[src/rtl/mov_reg_unit_if.sv]
// mov_reg_unit_if: operation handshake and read-port bundle for mov_reg_unit.
//   master: op_valid/op_code/dst/src/imm/imm_sext/rd_addr out; op_ready/rd_data/done/err in
//   slave : the reverse direction (the register-move unit itself)
interface mov_reg_unit_if #(
  parameter int unsigned WIDTH = 8,
  parameter int unsigned DEPTH = 4,
  parameter int unsigned IMM_W = 4
);
  localparam int unsigned AW = $clog2(DEPTH);

  logic             op_valid;
  logic             op_ready;
  logic [1:0]       op_code;
  logic [AW-1:0]    dst;
  logic [AW-1:0]    src;
  logic [IMM_W-1:0] imm;
  logic             imm_sext;
  logic [AW-1:0]    rd_addr;
  logic [WIDTH-1:0] rd_data;
  logic             done;
  logic             err;

  modport master (
    output op_valid, op_code, dst, src, imm, imm_sext, rd_addr,
    input  op_ready, rd_data, done, err
  );

  modport slave (
    input  op_valid, op_code, dst, src, imm, imm_sext, rd_addr,
    output op_ready, rd_data, done, err
  );
endinterface

[src/rtl/mov_reg_unit.sv]
// mov_reg_unit: WIDTH x DEPTH register bank with a move engine (MOV, MOVI, CLR, SWAP)
// behind a valid/ready handshake, one write port, registered done/err pulses and a
// combinational read port.
//   clk, rst_n : clock (rising edge), asynchronous active-low reset
//   bus        : mov_reg_unit_if.slave (op handshake, operands, read port, done/err)
// Build option: define MOV_SWAP_EN to implement SWAP as a two-cycle operation;
// without it op_code 11 is accepted as a NOP that flags err.
module mov_reg_unit #(
  parameter int unsigned WIDTH = 8,
  parameter int unsigned DEPTH = 4,
  parameter int unsigned IMM_W = 4
) (
  input  logic            clk,
  input  logic            rst_n,
  mov_reg_unit_if.slave   bus
);

  localparam int unsigned AW = $clog2(DEPTH);

  localparam logic [1:0] OP_MOV  = 2'b00;
  localparam logic [1:0] OP_MOVI = 2'b01;
  localparam logic [1:0] OP_CLR  = 2'b10;
  localparam logic [1:0] OP_SWAP = 2'b11;

  logic [WIDTH-1:0] regs_q [DEPTH];
  logic [WIDTH-1:0] regs_d [DEPTH];
  logic             done_q, done_d;
  logic             err_q, err_d;

  logic             accept;
  logic             wr_en;
  logic [AW-1:0]    wr_addr;
  logic [WIDTH-1:0] wr_data;
  logic [WIDTH-1:0] imm_ext;

`ifdef MOV_SWAP_EN
  typedef enum logic {
    IDLE  = 1'b0,
    SWAP2 = 1'b1
  } state_e;

  state_e           state_q, state_d;
  logic [WIDTH-1:0] tmp_q, tmp_d;
  // Swap source is only sampled at accept, so it is held for the second write.
  logic [AW-1:0]    swap_src_q, swap_src_d;

  assign bus.op_ready = (state_q == IDLE);
`else
  assign bus.op_ready = 1'b1;
`endif

  assign accept      = bus.op_valid && bus.op_ready;
  assign imm_ext     = bus.imm_sext ? WIDTH'($signed(bus.imm)) : WIDTH'(bus.imm);
  assign bus.rd_data = regs_q[bus.rd_addr];
  assign bus.done    = done_q;
  assign bus.err     = err_q;

  // Operation decode: selects the single write and the completion flags.
  always_comb begin : op_decode
    wr_en   = 1'b0;
    wr_addr = bus.dst;
    wr_data = regs_q[bus.src];
    done_d  = 1'b0;
    err_d   = 1'b0;
`ifdef MOV_SWAP_EN
    state_d    = state_q;
    tmp_d      = tmp_q;
    swap_src_d = swap_src_q;

    if (state_q == SWAP2) begin
      // Second half of a swap: old R[dst] lands in R[src].
      wr_en   = 1'b1;
      wr_addr = swap_src_q;
      wr_data = tmp_q;
      done_d  = 1'b1;
      state_d = IDLE;
    end else
`endif
    if (accept) begin
      done_d = 1'b1;
      case (bus.op_code)
        OP_MOV: begin
          wr_en   = 1'b1;
          wr_data = regs_q[bus.src];
        end
        OP_MOVI: begin
          wr_en   = 1'b1;
          wr_data = imm_ext;
        end
        OP_CLR: begin
          wr_en   = 1'b1;
          wr_data = '0;
        end
        OP_SWAP: begin
`ifdef MOV_SWAP_EN
          wr_en      = 1'b1;
          wr_data    = regs_q[bus.src];
          tmp_d      = regs_q[bus.dst];
          swap_src_d = bus.src;
          state_d    = SWAP2;
          done_d     = 1'b0;
`else
          err_d = 1'b1;
`endif
        end
        default: ;
      endcase
    end
  end

  // Single write port into the bank.
  always_comb begin : bank_next
    for (int i = 0; i < int'(DEPTH); i++) begin
      regs_d[i] = regs_q[i];
    end
    if (wr_en) begin
      regs_d[wr_addr] = wr_data;
    end
  end

  always_ff @(posedge clk or negedge rst_n) begin : state_regs
    if (!rst_n) begin
      for (int i = 0; i < int'(DEPTH); i++) begin
        regs_q[i] <= '0;
      end
      done_q <= 1'b0;
      err_q  <= 1'b0;
`ifdef MOV_SWAP_EN
      state_q    <= IDLE;
      tmp_q      <= '0;
      swap_src_q <= '0;
`endif
    end else begin
      for (int i = 0; i < int'(DEPTH); i++) begin
        regs_q[i] <= regs_d[i];
      end
      done_q <= done_d;
      err_q  <= err_d;
`ifdef MOV_SWAP_EN
      state_q    <= state_d;
      tmp_q      <= tmp_d;
      swap_src_q <= swap_src_d;
`endif
    end
  end

endmodule

[src/flat_wrapper.sv]
// flat-port wrapper written by rule: the top's interface ports become plain ports
module mov_reg_unit_flat 
#(
  parameter int unsigned WIDTH = 8,
  parameter int unsigned DEPTH = 4,
  parameter int unsigned IMM_W = 4
)
  (clk, rst_n, bus_op_valid, bus_op_code, bus_dst, bus_src, bus_imm, bus_imm_sext, bus_rd_addr, bus_op_ready, bus_rd_data, bus_done, bus_err);
  mov_reg_unit_if #(.WIDTH(WIDTH), .DEPTH(DEPTH), .IMM_W(IMM_W)) bus_i ();
  input  logic clk;
  input  logic rst_n;
  input wire logic [$bits(bus_i.op_valid)-1:0] bus_op_valid;
  input wire logic [$bits(bus_i.op_code)-1:0] bus_op_code;
  input wire logic [$bits(bus_i.dst)-1:0] bus_dst;
  input wire logic [$bits(bus_i.src)-1:0] bus_src;
  input wire logic [$bits(bus_i.imm)-1:0] bus_imm;
  input wire logic [$bits(bus_i.imm_sext)-1:0] bus_imm_sext;
  input wire logic [$bits(bus_i.rd_addr)-1:0] bus_rd_addr;
  output wire logic [$bits(bus_i.op_ready)-1:0] bus_op_ready;
  output wire logic [$bits(bus_i.rd_data)-1:0] bus_rd_data;
  output wire logic [$bits(bus_i.done)-1:0] bus_done;
  output wire logic [$bits(bus_i.err)-1:0] bus_err;
  assign bus_i.op_valid = bus_op_valid;
  assign bus_i.op_code = bus_op_code;
  assign bus_i.dst = bus_dst;
  assign bus_i.src = bus_src;
  assign bus_i.imm = bus_imm;
  assign bus_i.imm_sext = bus_imm_sext;
  assign bus_i.rd_addr = bus_rd_addr;
  assign bus_op_ready = bus_i.op_ready;
  assign bus_rd_data = bus_i.rd_data;
  assign bus_done = bus_i.done;
  assign bus_err = bus_i.err;
  mov_reg_unit #(.WIDTH(WIDTH), .DEPTH(DEPTH), .IMM_W(IMM_W)) u_core (.clk(clk), .rst_n(rst_n), .bus(bus_i));
endmodule
[config.mk]
export PLATFORM = sky130hd
export DESIGN_NAME = mov_reg_unit_flat
export DESIGN_NICKNAME = d
export VERILOG_FILES = /design/src/rtl/mov_reg_unit_if.sv /design/src/rtl/mov_reg_unit.sv /design/src/flat_wrapper.sv
export SDC_FILE = /design/constraint.sdc
export NUM_CORES = 1
export LEC_CHECK = 0
export ABC_AREA = 1
export CORE_MARGIN = 5
export CORE_UTILIZATION = 54
export CTS_CLUSTER_DIAMETER = 150
export DETAILED_ROUTE_END_ITERATION = 6
export MAX_ROUTING_LAYER = met4
export PLACE_DENSITY = 0.84
export RECOVER_POWER = 50
export SETUP_SLACK_MARGIN = 0.4
export SKIP_CTS_REPAIR_TIMING = 1
export SKIP_LAST_GASP = 1
export SLEW_MARGIN = 20
export SYNTH_ARGS = -nofsm -noshare
export SYNTH_HDL_FRONTEND = slang
export SYNTH_SLANG_ARGS = --single-unit
[constraint.sdc]
create_clock -name clk -period 1.5 [get_ports clk]
set_input_delay 0.45 -clock clk [delete_from_list [all_inputs] [get_ports clk]]
set_output_delay 0.45 -clock clk [all_outputs]
set_load 0.01 [all_outputs]
==> metrics.csv <==
metric;value;unit
syn_inst;285;
drtIter0Drc;649;
routed_via_density;6.868;
setup_viol;12;
h-tree-depth;2;
initial_core_util;54.89;%
grt_use_met2;45.53;%
crit_type;input port to primary output;
finClkSkew;0.006542;ns
final_common_cell;nand2_1;
portBuffers;25;
synth-seq-cells;34;
max_slew.worst_pin.slew;0.8863;ns
maxCapViolCount;0;
met1_usage;31.82;%
dp_hpwl;4621;um
cp_data_required_time;1.05;ns
synthDistinctLibCells;20;
worst_slack;-0.2626;ns
grt_pass1_wl;10670;um
post-route-drc-count;17;
grt_use_met3;8.239;%
fp.dieH;70.55;um
critPathLaunchType;input port;
root_buffer;clkbuf_8;
rsz0062_at_grt;yes;
firstDrtPassIters;7;
area_growth;72.76;%
core;0.003606;mm^2
critPathCaptureType;primary output;
wl;10910;um
peakVddDrop;897.1;uV
track_usage;28.41;%
power_density;1100;mW/mm^2
finalCritPeriodShare;117.5;%
dp_slack;-1.011;ns
cts_buffers;5;
num_vias;2905;
pwr-share-seq;34.7;%
cts_tree;yes;
die_area;0.004977;mm^2
slew_viol_final;0;
busiest_layer;met2;
fin_nets;393;
cts.sinks;34;
synth_warnings;0;
antenna_found_initial;0;
slew-limit-headroom;40.91;%
place_congestion;0.9302;
switchingPower;1.474;mW
swShare;39.19;%
status;finished with violations;
p_comb_share;42.2;%
syn_area_per_cell;6.945;um^2
clockPowerShare;23.1;%
grt_max_degree;35;
min_path_type;register to register;
max_freq;567.4;MHz
p_leak;1.725;nW
worstPathMaxFanout;10;
synth.cell_area;0.001979;mm^2
rows;22;
final_layout_size_suffix_gt1_share;49.07;%
path_clk_slew;0.08;ns
seq_area_frac_synth;42.98;%
finalHoldViolations;0;
cp.arrival;1.31;ns
whs;0.5395;ns
ios;27;
overflow;0;
failed_checks;design-rule violations, negative setup slack;
internal_power;2.287;mW
synth_nets;304;
wl_per_cell;25.80;um
n_antenna_cell;0;
clock_latency;0.30;ns
final_cell_mix;nand2_1, buf_4, dfrtp_1;
grt_pass1_vias;2365;
dieWidth;70.55;um
ant_nets;0;
cts_buffer_depth;2;
post-route-min-period;1.763;ns
==> routing by layer <==
metal  part of all wire, %  up-vias  wire length, um
met5                     0        -                0
met2                    44      371             4788
met3                    14      138             1557
li1                      -     1081                -
met4                    10        0             1103
met1                    32     1315             3465
==> flip-flops by register name (all words and copies together), names as in the netlist <==
| register | cells |
|---|---|
| u_core.regs_q | 32 |
| u_core.bus.done | 1 |
| u_core.bus.err | 1 |
==> synthesized netlist by cell type <==
| library cell | instances | area share [%] |
|---|---|---|
| nand2_2 | 1 | 0.32 |
| clkinv_1 | 1 | 0.19 |
| dfrtp_1 | 34 | 43 |
| buf_4 | 2 | 0.76 |
| nor2_1 | 10 | 1.9 |
| o22ai_1 | 5 | 1.6 |
| inv_2 | 5 | 0.95 |
| a21oi_1 | 9 | 2.3 |
| nand4_1 | 1 | 0.32 |
| conb_1 | 1 | 0.19 |
| nand3_1 | 37 | 9.4 |
| inv_1 | 19 | 3.6 |
| buf_2 | 3 | 0.76 |
| inv_4 | 2 | 0.63 |
| clkbuf_1 | 3 | 0.57 |
| nor3_4 | 4 | 3.3 |
| ha_1 | 3 | 1.9 |
| o21ai_0 | 13 | 3.3 |
| nand2_1 | 131 | 25 |
| nor2_2 | 1 | 0.32 |
==> worst paths after layout <==
kind                                    from           endpoint  slack (ns)  depth (start not counted)
setup / recovery              bus_rd_addr[0]     bus_rd_data[1]       -0.26                          7
hold / removal             u_core.regs_q[16]  u_core.regs_q[16]        0.54                          2
max in group asynchronous              rst_n   u_core.regs_q[7]        0.19                          2
min in group asynchronous              rst_n  u_core.regs_q[30]        0.76                          2
hold reg to reg            u_core.regs_q[16]  u_core.regs_q[16]        0.54                          2
setup reg to reg            u_core.regs_q[0]   u_core.regs_q[0]       -0.09                          7
==> logic make-up after synthesis <==
group                    synth area share, %
AO/OA/AOI/OAI                          7.143
adder cells (fa/ha/maj)                1.897
buffers and inverters                  7.458
flip-flops                             42.98
other                                 0.1895
AND/OR/NAND/NOR                        40.33
==> area by class of cell <==
type                            count  area, um^2
Multi-Input combinational cell    216        1396
Sequential cell                    34       850.8
Timing Repair Buffer               90       818.3
Inverter                           27       187.7
Fill cell                          97       186.4
Clock buffer                        7       76.32
Tap cell                           48       60.06
Clock inverter                      1       30.03
==> worst max-delay path: stages <==
cell and delay, ns:
buf_6 0.11, buf_12 0.14, clkinv_16 0.06, buf_4 0.13, nand2_1 0.09, a21oi_2 0.15, clkbuf_2 0.17
==> power by group through the flow <==
stage / Clock (mW) / Combinational (mW) / Sequential [mW]
2_1_floorplan: 0 / 0.567 / 1.26
3_3_place_gp: 0 / 1.13 / 1.25
3_5_place_dp: 0 / 1.18 / 1.26
4_1_cts: 0.827 / 1.19 / 1.25
5_1_grt: 0.894 / 1.65 / 1.31
6_report: 0.869 / 1.59 / 1.30
==> stage by stage <==
stage	power, mW	std cells	utilization (%)	area [um^2]	TNS (ns)
2_1_floorplan	1.824	285	-	2220	0
3_3_place_gp	2.382	404	80.53	2904	-24.18
3_5_place_dp	2.437	404	80.53	2904	-25.89
4_1_cts	3.270	412	83.48	3010	-16.78
5_1_grt	3.853	423	94.83	3420	-2.028
6_report	3.761	423	94.83	3420	-1.807
Note: power is estimated with default switching activity, not from simulation.
